### src/rtl/dino_pkg.sv
`default_nettype none
// ------------------------------------------------------------------
// dino_pkg : shared types, register map and BCD helper for Dino Run
// Rev 1.0
// ------------------------------------------------------------------
package dino_pkg;

   typedef enum logic [1:0] {
      ST_IDLE = 2'd0,
      ST_RUN  = 2'd1,
      ST_OVER = 2'd2
   } game_state_t;

   localparam logic [2:0] REG_CTRL    = 3'd0;
   localparam logic [2:0] REG_STATUS  = 3'd1;
   localparam logic [2:0] REG_SCORE   = 3'd2;
   localparam logic [2:0] REG_HISCORE = 3'd3;

   localparam int CTRL_START  = 0;
   localparam int CTRL_STOP   = 1;
   localparam int CTRL_CLR_HI = 2;
   localparam int CTRL_BUMP   = 3;

   localparam logic [11:0] SCORE_MAX_BCD = 12'h999;

   // Adds a small increment (0..3) to one BCD digit; returns {carry, digit}.
   function automatic logic [4:0] bcd_digit_add(input logic [3:0] digit,
                                                input logic [1:0] inc);
      logic [4:0] s;
      s = {1'b0, digit} + {3'b000, inc};
      if (s > 5'd9) begin
         return {1'b1, s[3:0] - 4'd10};
      end
      return s;
   endfunction

endpackage
`default_nettype wire

### src/rtl/dino_score_keeper_if.sv
`default_nettype none
// ------------------------------------------------------------------
// dino_score_keeper_if : chipselect/write/read register bus
// Rev 1.0
// ------------------------------------------------------------------
interface dino_score_keeper_if;
   logic        chipselect;
   logic        write;
   logic        read;
   logic [2:0]  address;
   logic [31:0] writedata;
   logic [31:0] readdata;

   modport master (
      output chipselect, write, read, address, writedata,
      input  readdata
   );

   modport slave (
      input  chipselect, write, read, address, writedata,
      output readdata
   );
endinterface
`default_nettype wire

### src/rtl/bcd_add3_sat.sv
`default_nettype none
// ------------------------------------------------------------------
// bcd_add3_sat : 3-digit BCD + 2-bit increment, saturating at 999
// Rev 1.0
// ------------------------------------------------------------------
module bcd_add3_sat
   import dino_pkg::*;
(
   input  logic [11:0] value,
   input  logic [1:0]  inc,
   output logic [11:0] sum
);

   logic [4:0] w_ones;
   logic [4:0] w_tens;
   logic [4:0] w_hund;

   always_comb begin
      w_ones = bcd_digit_add(value[3:0], inc);
      w_tens = bcd_digit_add(value[7:4], {1'b0, w_ones[4]});
      w_hund = bcd_digit_add(value[11:8], {1'b0, w_tens[4]});
      // A carry out of the hundreds digit means the true sum passed 999.
      if (w_hund[4]) begin
         sum = SCORE_MAX_BCD;
      end else begin
         sum = {w_hund[3:0], w_tens[3:0], w_ones[3:0]};
      end
   end

endmodule
`default_nettype wire

### src/rtl/dino_score_keeper.sv
`default_nettype none
// ------------------------------------------------------------------
// dino_score_keeper : game FSM, BCD score/high score, frame shadows
// Rev 1.0
// ------------------------------------------------------------------
module dino_score_keeper
   import dino_pkg::*;
#(
   parameter int TICK_CYCLES = 5_000_000
)
(
   input  logic                      clk,
   input  logic                      reset_n,
   dino_score_keeper_if.slave        bus,
   input  logic                      frame_start,
   output logic [11:0]               score_bcd,
   output logic [11:0]               hiscore_bcd,
   output logic [1:0]                game_state
);

   localparam int               CNT_W    = $clog2(TICK_CYCLES);
   localparam logic [CNT_W-1:0] CNT_LAST = CNT_W'(TICK_CYCLES - 1);
   localparam logic [CNT_W-1:0] CNT_ONE  = CNT_W'(1);

   localparam logic [1:0] S_IDLE = ST_IDLE;
   localparam logic [1:0] S_RUN  = ST_RUN;
   localparam logic [1:0] S_OVER = ST_OVER;

   logic [1:0]       r_state;
   logic [11:0]      r_score;
   logic [11:0]      r_hiscore;
   logic [CNT_W-1:0] r_cnt;
   logic [11:0]      r_score_sh;
   logic [11:0]      r_hiscore_sh;
   logic [31:0]      r_readdata;

   logic        w_ctrl_wr;
   logic        w_start;
   logic        w_stop;
   logic        w_clr_hi;
   logic        w_bump_run;
   logic        w_tick;
   logic        w_enter_over;
   logic [1:0]  w_inc;
   logic [11:0] w_score_next;
   logic        w_unused_wdata;

   assign w_ctrl_wr    = bus.chipselect && bus.write && (bus.address == REG_CTRL);
   assign w_start      = w_ctrl_wr && bus.writedata[CTRL_START];
   assign w_stop       = w_ctrl_wr && bus.writedata[CTRL_STOP];
   assign w_clr_hi     = w_ctrl_wr && bus.writedata[CTRL_CLR_HI];
   assign w_bump_run   = w_ctrl_wr && bus.writedata[CTRL_BUMP] && (r_state == S_RUN);
   assign w_tick       = (r_state == S_RUN) && (r_cnt == CNT_LAST);
   assign w_enter_over = (r_state == S_RUN) && w_stop && !w_start;
   assign w_inc        = {1'b0, w_tick} + {1'b0, w_bump_run};
   assign w_unused_wdata = &{1'b0, bus.writedata[31:4]};

   bcd_add3_sat u_add (
      .value (r_score),
      .inc   (w_inc),
      .sum   (w_score_next)
   );

   // START takes priority over everything, including a simultaneous STOP.
   always_ff @(posedge clk or negedge reset_n) begin
      if (!reset_n) begin
         r_state <= S_IDLE;
         r_score <= 12'h000;
         r_cnt   <= '0;
      end else if (w_start) begin
         r_state <= S_RUN;
         r_score <= 12'h000;
         r_cnt   <= '0;
      end else begin
         case (r_state)
            S_IDLE: begin
               r_score <= 12'h000;
            end
            S_RUN: begin
               if (w_stop) begin
                  r_state <= S_OVER;
               end else begin
                  r_score <= w_score_next;
                  r_cnt   <= w_tick ? '0 : r_cnt + CNT_ONE;
               end
            end
            S_OVER: begin
               r_state <= S_OVER;
            end
            default: begin
               r_state <= S_IDLE;
            end
         endcase
      end
   end

   always_ff @(posedge clk or negedge reset_n) begin
      if (!reset_n) begin
         r_hiscore <= 12'h000;
      end else if (w_clr_hi) begin
         r_hiscore <= 12'h000;
      end else if (w_enter_over && (r_score > r_hiscore)) begin
         r_hiscore <= r_score;
      end
   end

   // Shadows only move on the frame boundary so digits never tear mid-frame.
   always_ff @(posedge clk or negedge reset_n) begin
      if (!reset_n) begin
         r_score_sh   <= 12'h000;
         r_hiscore_sh <= 12'h000;
      end else if (frame_start) begin
         r_score_sh   <= r_score;
         r_hiscore_sh <= r_hiscore;
      end
   end

   always_ff @(posedge clk or negedge reset_n) begin
      if (!reset_n) begin
         r_readdata <= 32'd0;
      end else if (bus.chipselect && bus.read) begin
         case (bus.address)
            REG_STATUS:  r_readdata <= {30'd0, r_state};
            REG_SCORE:   r_readdata <= {20'd0, r_score};
            REG_HISCORE: r_readdata <= {20'd0, r_hiscore};
            default:     r_readdata <= 32'd0;
         endcase
      end
   end

   assign bus.readdata = r_readdata;
   assign score_bcd    = r_score_sh;
   assign hiscore_bcd  = r_hiscore_sh;
   assign game_state   = r_state;

endmodule
`default_nettype wire

### src/flat_wrapper.sv
// flat-port wrapper written by rule: the top's interface ports become plain ports
module dino_score_keeper_flat import dino_pkg::*;
#(
   parameter int TICK_CYCLES = 5_000_000
)
  (clk, reset_n, frame_start, score_bcd, hiscore_bcd, game_state, bus_chipselect, bus_write, bus_read, bus_address, bus_writedata, bus_readdata);
  dino_score_keeper_if bus_i ();
  input  logic clk;
  input  logic reset_n;
  input  logic frame_start;
  output logic [11:0] score_bcd;
  output logic [11:0] hiscore_bcd;
  output logic [1:0] game_state;
  input wire logic [$bits(bus_i.chipselect)-1:0] bus_chipselect;
  input wire logic [$bits(bus_i.write)-1:0] bus_write;
  input wire logic [$bits(bus_i.read)-1:0] bus_read;
  input wire logic [$bits(bus_i.address)-1:0] bus_address;
  input wire logic [$bits(bus_i.writedata)-1:0] bus_writedata;
  output wire logic [$bits(bus_i.readdata)-1:0] bus_readdata;
  assign bus_i.chipselect = bus_chipselect;
  assign bus_i.write = bus_write;
  assign bus_i.read = bus_read;
  assign bus_i.address = bus_address;
  assign bus_i.writedata = bus_writedata;
  assign bus_readdata = bus_i.readdata;
  dino_score_keeper #(.TICK_CYCLES(TICK_CYCLES)) u_core (.clk(clk), .reset_n(reset_n), .bus(bus_i), .frame_start(frame_start), .score_bcd(score_bcd), .hiscore_bcd(hiscore_bcd), .game_state(game_state));
endmodule
### config.mk
export PLATFORM = sky130hd
export DESIGN_NAME = dino_score_keeper_flat
export DESIGN_NICKNAME = d
export VERILOG_FILES = /design/src/rtl/dino_pkg.sv /design/src/rtl/dino_score_keeper_if.sv /design/src/rtl/bcd_add3_sat.sv /design/src/rtl/dino_score_keeper.sv /design/src/flat_wrapper.sv
export SDC_FILE = /design/constraint.sdc
export NUM_CORES = 1
export LEC_CHECK = 0
export BUFFER_PORTS_ARGS = -buffer_cell sky130_fd_sc_hd__clkbuf_2
export CORE_MARGIN = 5
export CORE_UTILIZATION = 50
export DETAILED_ROUTE_END_ITERATION = 12
export GPL_TIMING_DRIVEN = 0
export PLACE_DENSITY = 0.71
export SLEW_MARGIN = 15
export SYNTH_ARGS = -nofsm -noshare
export SYNTH_HDL_FRONTEND = slang
export SYNTH_SLANG_ARGS = --single-unit
### constraint.sdc
create_clock -name clk -period 13.6 [get_ports clk]
set_clock_uncertainty 0.1 [all_clocks]
set_input_delay 0.68 -clock clk [delete_from_list [all_inputs] [get_ports clk]]
set_output_delay 0.68 -clock clk [all_outputs]
set_load 0.05 [all_outputs]
# After elaboration in Yosys (flattened, before gate mapping)
# Index checks and enable logic that the tools add are counted.
[totals]
reg_bits = 105
output_inout_bits = 58
word_cells = 73
[classes]
addsub = 8
order_cmp = 4
n_eq_ne = 10
n_mux = 23
n_reduce_logical = 21
[op_table]
columns = ["cell", "n"]
rows = [
  ["2-to-1 mux 23 bit", 4],
  ["2-to-1 mux 12 bit", 5],
  ["one-hot mux 12 bit (3 select lines)", 1],
  ["2-to-1 mux 5 bit", 6],
  ["one-hot mux 12 bit (2 select lines)", 1],
  ["adder 23 x 1 -> 23 bit (second input constant)", 1],
  ["equality test 23 bit (second input constant)", 1],
  ["greater-than comparator 5 x 4 -> 1 bit (second input constant)", 3],
  ["greater-than comparator 12 bit", 1],
  ["logical AND 1 bit", 12],
  ["subtractor 4 bit (second input constant)", 3],
  ["adder 4 x 1 -> 5 bit", 2],
  ["equality test 3 x 2 -> 1 bit (second input constant)", 2],
  ["one-hot mux 2 bit (3 select lines)", 1],
  ["AND reduction 2 bit", 3],
  ["adder 4 x 2 -> 5 bit", 1],
  ["2-to-1 mux 2 bit", 2],
  ["inequality test 2 x 1 -> 1 bit (second input constant)", 2],
  ["nonzero test 2 bit", 2],
  ["equality test 3 x 1 -> 1 bit (second input constant)", 1],
  ["logical NOT 3 bit", 1],
  ["2-to-1 mux 1 bit", 3],
  ["inequality test 3 x 1 -> 1 bit (second input constant)", 1],
  ["inequality test 3 x 2 -> 1 bit (second input constant)", 1],
  ["6 further kinds", 6],
]

# Depth between registers and ports, before layout
[depth]
depth_word = 21
depth_mapped = 33

# By module
# From an unflattened synthesis, not the netlist that was laid out.
[hier_totals]
cells_unflattened = 530
hier_area_um2 = 5064.9
[modules_own_cells]
columns = ["mod", "n_inst", "cells_per_inst", "area_per_inst_um2", "seq_area_each_um2"]
rows = [
  ["dino_score_keeper", 1, 453, 4471.8, 2127.0],
  ["bcd_add3_sat", 1, 77, 593.1, 0.0],
]

# Least setup slack after synthesis
# No wires, ideal clock.
[synth_path]
path_kind = "register to register"
startpoint = "register u_core.r_state[0] (netlist: u_core.game_state[0])"
endpoint = "register u_core.r_score[3]"
arrival_ps = 6610
setup_slack_ps = 6769
path_stages_with_launch = 33
path_buffers = 4
cell_sequence = "dfrtp_1 > ha_1 > or3b_1 > nor4_1 > nand4_1 > buf_4 > buf_2 > fa_1 > inv_1 > ha_1 > xnor2_1 > ha_1 > buf_1 > nand2b_1 > o21ai_1 > or2_2 > ha_1 > ha_1 > clkbuf_1 > xnor2_1 > ha_1 > nor2b_1 > o21ai_0 > nand3_1 > ha_1 > ha_1 > xnor2_1 > ha_1 > nor2b_1 > a31oi_1 > a32oi_1 > o221ai_1 > a22o_1"
[synth_between]
elab_chain_len = 19
[synth_rtl]
columns = ["element", "line_no", "text"]
rows = [
  ["from (decl)", "dino_score_keeper.sv:29", "logic [1:0] r_state;"],
  ["from (signal assigned)", "dino_score_keeper.sv:67", "r_state <= S_IDLE;"],
  ["from (signal assigned)", "dino_score_keeper.sv:71", "r_state <= S_RUN;"],
  ["from (signal assigned)", "dino_score_keeper.sv:81", "r_state <= S_OVER;"],
  ["equality test 2 x 1 -> 1 bit", "dino_score_keeper.sv:52, dino_score_keeper.sv:53, dino_score_keeper.sv:75", ""],
  ["logical AND 1 bit, on equally long branches", "dino_score_keeper.sv:53, dino_score_keeper.sv:52", ""],
  ["adder 1 x 1 -> 2 bit", "dino_score_keeper.sv:55", "assign w_inc = {1'b0, w_tick} + {1'b0, w_bump_run};"],
  ["adder 4 x 2 -> 5 bit", "dino_pkg.sv:30", "s = {1'b0, digit} + {3'b000, inc};"],
  ["greater-than comparator 5 x 4 -> 1 bit", "dino_pkg.sv:31", "if (s > 5'd9) begin"],
  ["2-to-1 mux 1 bit", "dino_pkg.sv:31", ""],
  ["2-to-1 mux 5 bit", "dino_pkg.sv:34", "return s;"],
  ["adder 4 x 1 -> 5 bit", "dino_pkg.sv:30", ""],
  ["[3 not listed]", "n/a", ""],
  ["adder 4 x 1 -> 5 bit", "dino_pkg.sv:30", ""],
  ["greater-than comparator 5 x 4 -> 1 bit", "dino_pkg.sv:31", ""],
  ["2-to-1 mux 1 bit", "dino_pkg.sv:31", ""],
  ["2-to-1 mux 5 bit", "dino_pkg.sv:34", ""],
  ["2-to-1 mux 12 bit", "bcd_add3_sat.sv:23", "if (w_hund[4]) begin"],
  ["2-to-1 mux 12 bit", "dino_score_keeper.sv:80", "if (w_stop) begin"],
  ["one-hot mux 12 bit (2 select lines)", "dino_score_keeper.sv:75", "case (r_state)"],
  ["2-to-1 mux 12 bit", "dino_score_keeper.sv:70", "end else if (w_start) begin"],
  ["to (signal assigned)", "dino_score_keeper.sv:83", "r_score <= w_score_next;"],
  ["to (decl)", "dino_score_keeper.sv:30", "logic [11:0] r_score;"],
]
# Parallel ways exist; a longest one is shown, timed or not. The select of a mux whose other input is x is not followed.
# A chain may end at the register's enable or synchronous reset.

# Worst setup path after layout
[layout_path]
startpoint = "register u_core.r_state[1] (netlist: u_core.game_state[1])"
endpoint = "register u_core.r_score[5]"
# Same word-level chain as after synthesis.

==> out/qor.yml <==
power_mw: 0.599
cts_resized: 0
clk_latency_ns: 0.37
crit_type: "flip-flop to flip-flop"
hold_buffers: 0
synth_compound_area_share_pct: 17.0
wl_met2_um: 6690
max-cap-violations: 0
place.gp.congestion: 0.953
clock-root-buffer: "clkbuf_8"
antenna_cells: 0
synth-seq-cells: 85
die_y_um: 113
nets: 704
start_util_pct: 51.1
drcViolationCount: 0
period_share_pct: 57.5
num_vias: 4658
antenna_found_initial: 0
r2r_cells: 33
worstPathArrival_ns: 8.02
setup_viol: 0
viasPerCell: 5.97
synthFlopType: "dfrtp_1"
slew_headroom_pct: 45.1
max_clock_freq_mhz: 128
max_stage_delay_ns: 0.52
grt_pass1_wl_um: 22000
clk_pin_slew_ns: 0.10
area_growth_pct: 13.9
cts_tree: "built"
dp_hpwl_um: 9820
rr_endpoint: "u_core.r_score[5]"
crit_path_max_fanout: 10
routed-wl-met3_um: 704
peakVddDrop_mv: 0.0593
cts_max_path_buffers: 2
synth_cells: 561
holdCritPathClass: "primary input to async pin"
yosys.area_share.simple_pct: 19.9
dr.first_iter.drc_count: 326
htree_num_levels: 3
synth_cell_types: 64
rows: 37
wl_met1_um: 5460
min_period_ns: 7.82
wl_per_cell_um: 17.0
ant_nets: 0
die_area_mm2: 0.0127
reg2reg_setup_slack_ns: 5.78
synthAdderAreaFrac_pct: 5.86
wirelength_um: 13300
cts.sinks: 85
drive_gt1_share_pct: 20.2
core_area_mm2: 0.0103
ioPinCount: 99
ys_warn_count: 0
crit_path_end_kind: "flip-flop"
syn_avg_cell_area_um2: 9.37
tightest_slew_ns: 0.816
yosysSeqAreaShare_pct: 40.5
drtPass1Iterations: 7
rsz0062_at_grt: "no"
slew_violations: 0
grt_usage_pct: 21.1
p_per_area_mw_per_mm2: 100
synth_top_family_by_area: "simple AND/OR/NAND/NOR gates"
ys_async_sr_fraction_pct: 100
reg2reg_from: "u_core.game_state[1]"
start_kind: "flip-flop"
outcome: "finished clean"
yosys-mux-area-fraction_pct: 7.64
grt_pass1_vias: 4646
overflow: 0
synth_edf_count: 0
path_common_cell: "ha_1"
cts_buffers: 9
leakagePower_nw: 2.83
grt_max_degree: 50
top_layer: "met4"
hold_violations: 0
postCtsSetupRepairBufs: 0
portBuffers: 47
die_x_um: 113
fin_tns_setup_ns: 0
crit_slowest_cell: "a32oi_1"
cp_data_required_time_ns: 13.80
synth_xor_area_share_pct: 1.00
netlist_area_mm2: 0.00526
[metrics by stage]
step	hold WS, ns	setup slack (ns)	std cells	util (%)	area [µm²]
6_report	0.195	5.78	780	58.3	5990
5_1_grt	0.233	5.17	780	58.3	5990
4_1_cts	0.202	5.85	780	58.3	5990
3_5_place_dp	0.373	5.88	764	56.1	5760
3_3_place_gp	0.362	6.10	763	55.8	5730
2_1_floorplan	0.284	6.77	580	-	5330
[layout make-up]
type	instances	area, µm²
sequential	85	2130
multi-input combinational	406	2780
buffer	56	300
tap	136	170
clock buffer	9	124
inverter	33	124
timing repair buffer	48	265
clock inverter	7	103
fill	927	4290
[critical path: cells and delay by family (launching register included)]
| kind | cells | cell delay, ns |
|---|---|---|
| AOI/OAI and AO/OA | 5 | 1.02 |
| xor gates and xnor gates | 3 | 0.65 |
| and+or+nand+nor | 9 | 1.96 |
| DFF | 1 | 0.42 |
| buffers and inverters | 6 | 1.05 |
| adders and majority gates | 10 | 2.55 |
[cells in the mapped netlist, drive strengths merged, types with 2 or more instances]
cell | n | area share (%)
a211o | 2 | 0.33
a21o | 3 | 0.43
a21oi | 14 | 1.3
a22o | 10 | 1.7
a22oi | 2 | 0.29
a31o | 2 | 0.33
a31oi | 22 | 2.6
a32o | 3 | 0.57
a32oi | 2 | 0.33
and2 | 5 | 0.60
and3 | 7 | 0.83
and3b | 2 | 0.33
and4 | 3 | 0.50
buf | 31 | 3.9
clkbuf | 25 | 1.8
dfrtp | 85 | 40
ha | 23 | 5.5
inv | 33 | 2.4
mux2 | 25 | 5.4
mux2i | 12 | 2.3
nand2 | 48 | 3.4
nand2b | 6 | 0.71
nand3 | 51 | 5.0
nand3b | 2 | 0.29
nand4 | 9 | 1.1
nor2 | 16 | 1.2
nor2b | 5 | 0.60
nor3 | 4 | 0.38
nor3b | 2 | 0.29
nor4 | 6 | 0.83
nor4b | 2 | 0.62
o2111ai | 12 | 2.0
o211ai | 5 | 0.71
o21a | 5 | 0.71
o21ai | 21 | 2.0
o221ai | 3 | 0.50
o22ai | 9 | 1.2
o311ai | 2 | 0.33
o31ai | 7 | 1.0
or2 | 2 | 0.24
or3 | 5 | 0.60
or4 | 14 | 2.1
xnor2 | 5 | 0.83
[sequential cells by signal (all words and copies together) (netlist names)]
register and cells:
u_core.r_cnt 23, u_core.bus.readdata 12, u_core.hiscore_bcd 12, u_core.r_hiscore 12
u_core.r_score 12, u_core.score_bcd 12, u_core.game_state 2
[power by group]
part | switching, mW | internal (mW)
registers | 0.0100 | 0.262
clock network | 0.101 | 0.106
logic | 0.0846 | 0.0350
[cell families after synthesis]
group,after synthesis
compound gates,128
buf+inv,89
simple gates,191
fa+ha+maj,24
other cells,1
flops,85
mux,37
xor+xnor,6
[layer usage]
metal | track usage (%) | vias up
li1 | - | 2202
met1 | 24.8 | 2258
met2 | 37.1 | 160
met3 | 4.42 | 38
met4 | 9.54 | 0
met5 | 0 | -
[how the worst max path moves through the flow]
stage,from,end,slack [ns]
detailed placement,u_core.game_state[1],u_core.r_score[5],5.88
finish,u_core.game_state[1],u_core.r_score[5],5.78
CTS,u_core.game_state[1],u_core.r_score[5],5.85
global route,u_core.game_state[1],u_core.r_score[9],5.17
floorplan,u_core.game_state[0],u_core.r_score[3],6.77
global placement,u_core.game_state[1],u_core.r_score[5],6.10
[layout by cell type (no fill, tap or decap), types with 6 or more instances in the layout]
cell,synthesis,routed
a21oi_1,14,14
a22o_1,9,9
a31oi_1,22,22
and3_1,7,7
buf_2,8,8
buf_4,21,21
clkbuf_1,24,24
clkbuf_2,1,47
clkbuf_8,0,9
conb_1,1,20
dfrtp_1,85,85
ha_1,23,23
inv_1,33,33
mux2_2,25,25
mux2i_1,12,12
nand2_1,48,48
nand2b_1,6,6
nand3_1,50,50
nand4_1,9,9
nor2_1,15,15
o2111ai_1,12,12
o21ai_0,20,20
o22ai_1,8,8
o31ai_1,7,7
or4_1,13,13
Note: power is estimated with default switching activity, not from simulation.
